<file path="config.mk">
export PLATFORM = sky130hd
export DESIGN_NAME = fifo_rd_ctrl
export DESIGN_NICKNAME = d
export VERILOG_FILES = /design/src/rtl/fifo_rd_ctrl_pkg.sv /design/src/rtl/fifo_occ_cnt.sv /design/src/rtl/fifo_rd_ctrl.sv
export SDC_FILE = /design/constraint.sdc
export NUM_CORES = 1
export LEC_CHECK = 0
export ABC_AREA = 1
export BUFFER_PORTS_ARGS = -buffer_cell sky130_fd_sc_hd__buf_2
export CORE_MARGIN = 8
export CORE_UTILIZATION = 30
export DETAILED_ROUTE_END_ITERATION = 12
export PLACE_DENSITY = 0.63
export SETUP_SLACK_MARGIN = 0.3
export SLEW_MARGIN = 20
export SYNTH_ARGS = -nofsm -noshare
export SYNTH_HDL_FRONTEND = slang
export SYNTH_HIERARCHICAL = 1
export SYNTH_SLANG_ARGS = --single-unit
</file>
<file path="constraint.sdc">
create_clock -name clk -period 1.9 [get_ports clk]
set_clock_uncertainty 0.05 [all_clocks]
set_input_delay 0 -clock clk [delete_from_list [all_inputs] [get_ports clk]]
set_output_delay 0 -clock clk [all_outputs]
set_load 0.03 [all_outputs]
</file>
<file path="src/rtl/fifo_rd_ctrl_pkg.sv">
// Shared types and default sizes for the receive-FIFO read controller.
package fifo_rd_ctrl_pkg;

   localparam int unsigned DATA_W_DEF = 8;
   localparam int unsigned DEPTH_DEF  = 8;

   typedef enum logic [1:0] {
      IDLE  = 2'd0,
      WAIT  = 2'd1,
      DRAIN = 2'd2,
      FLUSH = 2'd3
   } rd_state_t;

endpackage

</file>
<file path="src/rtl/fifo_occ_cnt.sv">
// Saturating up/down occupancy counter (0..MAX) with synchronous clear.
module fifo_occ_cnt
   import fifo_rd_ctrl_pkg::*;
#(
   parameter int unsigned MAX   = DEPTH_DEF,
   parameter int unsigned CNT_W = $clog2(MAX + 1)
) (
   input  logic             clk_i,
   input  logic             rst_ni,
   input  logic             clr_i,
   input  logic             inc_i,
   input  logic             dec_i,
   output logic [CNT_W-1:0] cnt_o
);

   logic [CNT_W-1:0] cnt_q;

   // Simultaneous inc and dec cancel; both directions saturate instead of wrapping.
   always_ff @(posedge clk_i or negedge rst_ni) begin
      if (!rst_ni) begin
         cnt_q <= '0;
      end else if (clr_i) begin
         cnt_q <= '0;
      end else if (inc_i && !dec_i && (cnt_q != CNT_W'(MAX))) begin
         cnt_q <= cnt_q + CNT_W'(1);
      end else if (dec_i && !inc_i && (cnt_q != '0)) begin
         cnt_q <= cnt_q - CNT_W'(1);
      end
   end

   assign cnt_o = cnt_q;

endmodule

</file>
<file path="src/rtl/fifo_rd_ctrl.sv">
// Read-side controller for a first-word-fall-through receive FIFO.
// Drains in bursts once THRESH words are buffered or after an idle timeout,
// hands words to a valid/ready consumer, and supports a discard-all flush.
// Optional sticky overflow flag: define FIFO_RD_CTRL_OVF_EN.
module fifo_rd_ctrl
   import fifo_rd_ctrl_pkg::*;
#(
   parameter int unsigned DATA_W  = DATA_W_DEF,
   parameter int unsigned DEPTH   = DEPTH_DEF,
   parameter int unsigned THRESH  = 4,
   parameter int unsigned TIMEOUT = 16
) (
   input  logic              clk,
   input  logic              n_rst,
   input  logic              fifo_w_enable,
   input  logic              fifo_full,
   input  logic              fifo_empty,
   input  logic [DATA_W-1:0] fifo_r_data,
   output logic              fifo_r_enable,
   output logic              out_valid,
   input  logic              out_ready,
   output logic [DATA_W-1:0] out_data,
   input  logic              flush_req,
   output logic              busy,
   output logic              ovf_flag
);

   localparam int unsigned OCC_W = $clog2(DEPTH + 1);
   localparam int unsigned TMR_W = $clog2(TIMEOUT);

   rd_state_t         state_q;
   logic [TMR_W-1:0]  timer_q;
   logic [TMR_W-1:0]  timer_d;
   logic              out_valid_q;
   logic [DATA_W-1:0] out_data_q;
   logic              busy_q;
   logic [OCC_W-1:0]  occ;
   logic              wr_accept;
   logic              occ_clr;
   logic              thresh_hit;
   logic              timeout_hit;
   logic              pop;

   assign wr_accept   = fifo_w_enable && !fifo_full;
   assign thresh_hit  = occ >= OCC_W'(THRESH);
   assign timer_d     = timer_q + TMR_W'(1);
   // Compared after the increment so WAIT lasts TIMEOUT-1 cycles before DRAIN.
   assign timeout_hit = timer_d == TMR_W'(TIMEOUT - 1);
   // Resynchronise the count when a flush completes, unless a write lands now.
   assign occ_clr     = (state_q == FLUSH) && fifo_empty && !wr_accept;

   fifo_occ_cnt #(
      .MAX   (DEPTH),
      .CNT_W (OCC_W)
   ) u_occ (
      .clk_i  (clk),
      .rst_ni (n_rst),
      .clr_i  (occ_clr),
      .inc_i  (wr_accept),
      .dec_i  (pop),
      .cnt_o  (occ)
   );

   // Pop strobe: refill the output register in DRAIN, discard everything in FLUSH.
   always_comb begin
      pop = 1'b0;
      case (state_q)
         DRAIN:   pop = !fifo_empty && (!out_valid_q || out_ready);
         FLUSH:   pop = !fifo_empty;
         default: pop = 1'b0;
      endcase
   end

   // Main FSM with drain timer and registered output word; flush overrides all.
   always_ff @(posedge clk or negedge n_rst) begin
      if (!n_rst) begin
         state_q     <= IDLE;
         timer_q     <= '0;
         out_valid_q <= 1'b0;
         out_data_q  <= '0;
         busy_q      <= 1'b0;
      end else if (flush_req && (state_q != FLUSH)) begin
         state_q     <= FLUSH;
         timer_q     <= '0;
         out_valid_q <= 1'b0;
         busy_q      <= 1'b1;
      end else begin
         case (state_q)
            IDLE: begin
               timer_q <= '0;
               if (thresh_hit) begin
                  state_q <= DRAIN;
                  busy_q  <= 1'b1;
               end else if (occ != '0) begin
                  state_q <= WAIT;
                  busy_q  <= 1'b1;
               end
            end
            WAIT: begin
               if (thresh_hit || timeout_hit) begin
                  state_q <= DRAIN;
                  timer_q <= '0;
               end else begin
                  timer_q <= timer_d;
               end
            end
            DRAIN: begin
               if (pop) begin
                  out_data_q  <= fifo_r_data;
                  out_valid_q <= 1'b1;
               end else if (out_ready) begin
                  out_valid_q <= 1'b0;
               end
               if ((occ == '0) && !out_valid_q && !pop) begin
                  state_q <= IDLE;
                  busy_q  <= 1'b0;
               end
            end
            FLUSH: begin
               out_valid_q <= 1'b0;
               if (fifo_empty) begin
                  state_q <= IDLE;
                  busy_q  <= 1'b0;
               end
            end
            default: begin
               state_q <= IDLE;
               busy_q  <= 1'b0;
            end
         endcase
      end
   end

`ifdef FIFO_RD_CTRL_OVF_EN
   logic ovf_q;

   // Sticky record of a write attempted against a full FIFO; flush clears it.
   always_ff @(posedge clk or negedge n_rst) begin
      if (!n_rst) begin
         ovf_q <= 1'b0;
      end else if (flush_req) begin
         ovf_q <= 1'b0;
      end else if (fifo_w_enable && fifo_full) begin
         ovf_q <= 1'b1;
      end
   end

   assign ovf_flag = ovf_q;
`else
   assign ovf_flag = 1'b0;
`endif

   assign fifo_r_enable = pop;
   assign out_valid     = out_valid_q;
   assign out_data      = out_data_q;
   assign busy          = busy_q;

endmodule

</file>
==> results by group, run 1 <==
Outcome
  • Status: finished, final reports clean

STA
  • Final worst path period share: roughly nine tenths
  • Fin crit period: between 1.5 and 2 ns
  • Fin. Hold Viols: 0
  • Setup tns final: 0 ns
  • RSZ-0062 raised after global routing: true
  • Maximum clock frequency: ~0.58 GHz
  • Slew Limit Fails: 0
  • Final setup vio count: 0
  • Minimum hold slack: between 0.1 and 0.15 ns

Clock network
  • CTS buffer count: 3
  • CTS clk-pin slew, worst paths: about 0.080 ns
  • Bufs on Longest Clock Path: 2
  • Worst-skew pair later-pin latency: between 0.2 and 0.3 ns
  • CTS tree: done
  • Htree depth: 1
  • Root Buffer: clkbuf_8
  • CTS sink count: 20

Global route
  • Pin count of the biggest net entering global routing: 21
  • Total track usage: under 10%
  • First-pass GRT wire length: between 5 and 6 mm
  • Number of global-route vias before repair: between 1,000 and 1,500
  • Remaining Overflow, GRT: 0
  • Initial antenna violation count: 0

Worst setup path
  • CP peak stage delay: between 0.3 and 0.4 ns
  • Slowest cell on crit path: dfrtp_1
  • Worst Path Required: 2.01 ns
  • Worst Setup End Kind: register
  • Crit path cell chain: inv_2 -> nand3_2 -> nand2_2 -> inv_4 -> nor2_4 -> nand2_4 -> ha_4 -> nand2_2 -> nor2_2 -> nor2_1 -> inv_1 -> nand3_2 -> nand3_2 -> nand2_1
  • Cell mode on critical path: nand3_2
  • Crit path DAT: around 1.9 ns
  • Worst Setup Path Type: reg -> reg
  • CP Launch Type: register
  • Crit path buffers/inverters: 3
  • Crit-path leading delay family: simple AND/OR/NAND/NOR gates
  • Worst-path maximum fanout: 6

Route
  • Via density: 4.30
  • DRC errors left: 0
  • Wire per inst: between 10 and 15 µm
  • Drt pass-1 iters: 4
  • Post-DRT Antenna Nets: 0
  • Detailed Route WL: ~3.0 mm
  • Initial DRC Count: 34
  • Vias: approximately 1,100

Die
  • Die H: roughly 80 µm
  • Chip Width: around 80 µm
  • Core area: between 0.003 and 0.004 mm²
  • Site Rows: 23
  • Die footprint: approximately 0.0064 mm²
  • Initial Utilization: between 30% and 40%
  • IO Count: 27

Cells and area
  • Ant diodes: 0
  • Layout overhead on the synthesized area: 39.9%
  • Finished Core Util: a little over two fifths
  • Nets@finish: around 230
  • Most common cell after layout, fill and taps aside: nand2_1
  • Layout cell share with drive strength beyond 1: 36.6%
  • Most frequent cells in the layout: nand2_1 (56), buf_2 (25), dfrtp_1 (19), buf_4 (15), inv_1 (14)

Logic synthesis
  • Post-Syn Instances: 162
  • Yosys warnings: 6
  • Commonest register cell after synthesis: dfrtp_1
  • Cell variety after synth: 29
  • Flops & latches, synth: 20
  • Seq/Total Area, Yosys: 40.5%
  • Synthesized Nets: approximately 180
  • Post-synthesis async set-or-reset flop share: 100%
  • Synthesized cell area: between 0.001 and 0.0015 mm²
  • Post-synth EDFFs: 0
  • Synthesized area per cell: 7.63 µm²

Pwr
  • Power density over cell area: approximately 1500 mW/mm²
  • LEAKAGE: just under 0.9 nW
  • Peak VDD IR: 0.841 mV

Place
  • Dpl hpwl: 2.14 mm
  • Port buffer count: 25
  • Final Wtd Congestion: about 0.81

Min path
  • HP Class: in -> reg

Run
  • Max-cap violations: 0
[final cells by class]
| class | instances | area [µm²] |
|---|---|---|
| clock buffer | 4 | 55.1 |
| fill | 401 | 2240 |
| inverter | 21 | 86.3 |
| multi-input combinational | 119 | 696 |
| sequential | 20 | 502 |
| tap | 50 | 62.6 |
| timing repair buffer | 49 | 328 |
[Yosys cell counts, types with 2 or more instances]
cell,instances,area share (%)
nor2_2,4,2.0
nor2_4,2,1.8
nand2_1,58,18
o21ai_1,5,2.0
nand3_1,11,4.5
nor2_1,13,3.9
xnor2_1,2,1.4
nand2_2,4,2.0
inv_1,18,5.5
dfrtp_1,20,40
o21ai_2,3,2.1
nand4_1,2,1.0
ha_1,4,4.0
[layer usage]
metal	vias to the layer above	track usage, %	wire [µm]
met5	-	0	0
met4	0	1.64	12
met3	2	3.13	113
met2	14	16.4	1470
met1	510	11.7	1420
li1	605	-	-
[power breakdown]
group / internal (mW) / switching (mW) / total [mW]
logic: 0.596 / 0.934 / 1.53
clock network: 0.184 / 0.141 / 0.325
registers: 0.602 / 0.129 / 0.730
total: 1.38 / 1.20 / 2.59
[final timing paths]
path / cells past startpoint / from / to / slack (ns)
worst max-delay path: 14 / state_q[0]$_DFFE_PN0P_ / u_occ/cnt_o[3]$_DFFE_PN0P_ / 0.16
worst min-delay path: 4 / flush_req / timer_q[3]$_DFFE_PN0P_ / 0.10
worst min register to register: 2 / busy$_DFFE_PN0P_ / busy$_DFFE_PN0P_ / 0.42
max in group asynchronous: 2 / n_rst / out_valid$_DFFE_PN0P_ / 1.30
worst max register to register: 14 / state_q[0]$_DFFE_PN0P_ / u_occ/cnt_o[3]$_DFFE_PN0P_ / 0.16
min in group asynchronous: 2 / n_rst / state_q[1]$_DFFE_PN0P_ / 0.16
[sequential cells by signal, indices dropped and copies added (netlist names)]
register and flops:
u_occ/cnt_o 4, out_valid 1, out_data 8, busy 1, state_q 2, timer_q 4
[tightest hold or removal path, cell delays in order]
cell,delay [ns]
buf_2,0.14
nand2_1,0.08
nand2_1,0.10
o21ai_1,0.06
[kinds of logic (layout without fill, tap and decap cells)]
kind of cell / after synthesis / after routing / synth area share, %
other: 1 / 1 / 0.303
buffers and inverters: 23 / 74 / 8.30
XOR/XNOR: 2 / 2 / 1.42
flip-flops: 20 / 20 / 40.5
AND/OR/NAND/NOR: 99 / 99 / 37.4
adder cells (fa/ha/maj): 5 / 5 / 5.67
AO/OA/AOI/OAI: 12 / 12 / 6.38
[stage by stage]
step	total power [mW]	setup WS, ns	cells	area (µm²)
after floorplan	1.73	0.0821	162	1260
after global placement	2.09	0.121	241	1480
after detailed placement	2.10	0.0756	241	1480
after CTS	2.52	0.146	259	1680
after global routing	2.82	0.00680	263	1730
final	2.59	0.161	263	1730
[timing repair]
action                     4_1_cts  5_1_grt
hold buffers                     9        0
hold endpoints to repair        28        0
resized for setup                4        5
buffers inserted                 5        4
pin swaps                        7        9
setup endpoints to repair        3        4
gates cloned                     0        0
(Power assumes the default switching activity.)
==> run 2: changes to the inputs <==
Settings changed: BUFFER_PORTS_ARGS -buffer_cell sky130_fd_sc_hd__buf_2 to -buffer_cell sky130_fd_sc_hd__buf_4.
==> results by group, run 2 (same netlist as run 1, synthesis figures left out) <==
Route
  • Vias: approximately 1,200
  • Initial DRC Count: 32
  • Post-DRT Antenna Nets: 0
  • Wire per inst: 11.4 µm
  • DRC errors left: 0
  • Detailed Route WL: around 3 mm
  • Via density: approximately 4.4
  • Drt pass-1 iters: 4

Die
  • Chip Width: 80.2 µm
  • Die H: 80.2 µm
  • IO Count: 27
  • Initial Utilization: 31.1%
  • Site Rows: 23
  • Core area: around 0.0040 mm²
  • Die footprint: around 0.0064 mm²

Cells and area
  • Most common cell after layout, fill and taps aside: nand2_1
  • Ant diodes: 0
  • Nets@finish: approximately 240
  • Finished Core Util: about 45%
  • Storage cell area: between 500 and 600 µm²
  • FILL cells: between 400 and 500
  • Layout overhead on the synthesized area: 44.4%
  • Most frequent cells in the layout: nand2_1 (56), buf_4 (41), dfrtp_1 (19), inv_1 (15)
  • Layout cell share with drive strength beyond 1: 36.0%
  • Final cell count without fillers: about 260
  • Design area: 0.00179 mm²
  • Max reg flops: 8
  • Footprint of the multi-input gates: 682 µm²

Pwr
  • Final Power: about 2.7 mW
  • LEAKAGE: 0.900 nW
  • Power density over cell area: 1480 mW/mm²
  • Peak VDD IR: between 0.6 and 0.7 mV

STA
  • Minimum hold slack: slightly below 0.08 ns
  • RSZ-0062 raised after global routing: true
  • Fin crit period: 1.74 ns
  • Slew Limit Fails: 0
  • Fin. Hold Viols: 0
  • Maximum clock frequency: between 0.5 and 0.6 GHz
  • Final worst path period share: 91.6%
  • Setup tns final: 0 ns
  • Final worst slack: 0.159 ns
  • Final setup vio count: 0

Clock network
  • Bufs on Longest Clock Path: 2
  • Worst-skew pair later-pin latency: 0.25 ns
  • CTS buffer count: 3
  • CTS clk-pin slew, worst paths: 0.07 ns
  • Htree depth: 1
  • CTS tree: done
  • CTS sink count: 20
  • Root Buffer: clkbuf_8

Global route
  • Remaining Overflow, GRT: 0
  • Pin count of the biggest net entering global routing: 21
  • First-pass GRT wire length: slightly above 5 mm
  • Initial antenna violation count: 0
  • Total track usage: 9.54%
  • Number of global-route vias before repair: ~1,200

Worst setup path
  • Flop2flop setup slack: 0.16 ns
  • Worst-path maximum fanout: 4
  • Worst Setup End Kind: register
  • Worst Setup Path Type: reg -> reg
  • CP Launch Type: register
  • Crit path DAT: between 1.5 and 2 ns
  • Worst Path Required: ~2 ns

Outcome
  • Status: finished, final reports clean

Place
  • Post-place setup slack: a little over 0.06 ns
  • Dpl hpwl: 2.18 mm
  • Area after DPL: roughly 0.0015 mm²
  • Port buffer count: 25
  • Inst Count DP: about 240
  • Final Wtd Congestion: about 0.8

Min path
  • HP Class: in -> reg

Run
  • Max-cap violations: 0
==> run 2: cell count changes in the layout (fill, tap and decap cells not counted) <==
cell	previous run	this run
nand3_1	8	10
buf_2	25	0
buf_4	15	41
nand3_2	4	2
nor2_2	5	7
nor2_1	11	10
a21oi_2	0	1
inv_1	14	15
nor3_2	1	0
nor2_4	3	2
a21oi_4	1	0
nor3_4	0	1
inv_2	4	3
==> run 2: worst paths after layout <==
check | start | endpoint | cells after the start
max | state_q[0]$_DFFE_PN0P_ | u_occ/cnt_o[3]$_DFFE_PN0P_ | 14
min | fifo_empty | out_data[3]$_DFFE_PN0P_ | 5
max reg2reg | state_q[0]$_DFFE_PN0P_ | u_occ/cnt_o[3]$_DFFE_PN0P_ | 14
min reg2reg | out_data[0]$_DFFE_PN0P_ | out_data[0]$_DFFE_PN0P_ | 2
max in group asynchronous | n_rst | out_valid$_DFFE_PN0P_ | 2
min in group asynchronous | n_rst | state_q[1]$_DFFE_PN0P_ | 2
==> run 2: routing by layer <==
| metal | global-route usage, % | vias up | wire [µm] |
|---|---|---|---|
| met5 | 0 | - | 0 |
| met4 | 0.545 | 0 | 0 |
| met3 | 3.13 | 0 | 156 |
| met2 | 15.5 | 31 | 1470 |
| met1 | 12.5 | 529 | 1370 |
| li1 | - | 607 | - |
==> run 2: report_power, final <==
part | leakage [nW] | switching [mW] | internal (mW)
Sequential | 0.253 | 0.131 | 0.602
Clock | 0.0288 | 0.137 | 0.184
Combinational | 0.618 | 0.932 | 0.664
==> run 2: layout make-up <==
class	count	area share [%]
clock buffers	4	3.08
multi-input cells	119	38.2
inverters	21	4.84
flip-flops and latches	20	28.1
well taps	50	3.50
repair buffers	50	22.3
==> run 2: repair_timing <==
action	4_1_cts	5_1_grt
hold buffers	9	0
pin swaps	11	12
endpoints found under the hold margin	28	0
setup buffers	7	3
setup endpoints to repair	3	5
gates resized for setup	2	4
==> run 2: worst max-delay path: stages, from the launching register on <==
cell	delay [ns]
dfrtp_1	0.39
inv_2	0.07
nand3_2	0.08
nand2_2	0.10
inv_4	0.04
nor2_4	0.10
nand2_4	0.09
ha_4	0.29
nand2_2	0.05
nor2_2	0.11
nor2_2	0.05
inv_1	0.05
nand3_1	0.05
nand3_1	0.06
nand2_1	0.05
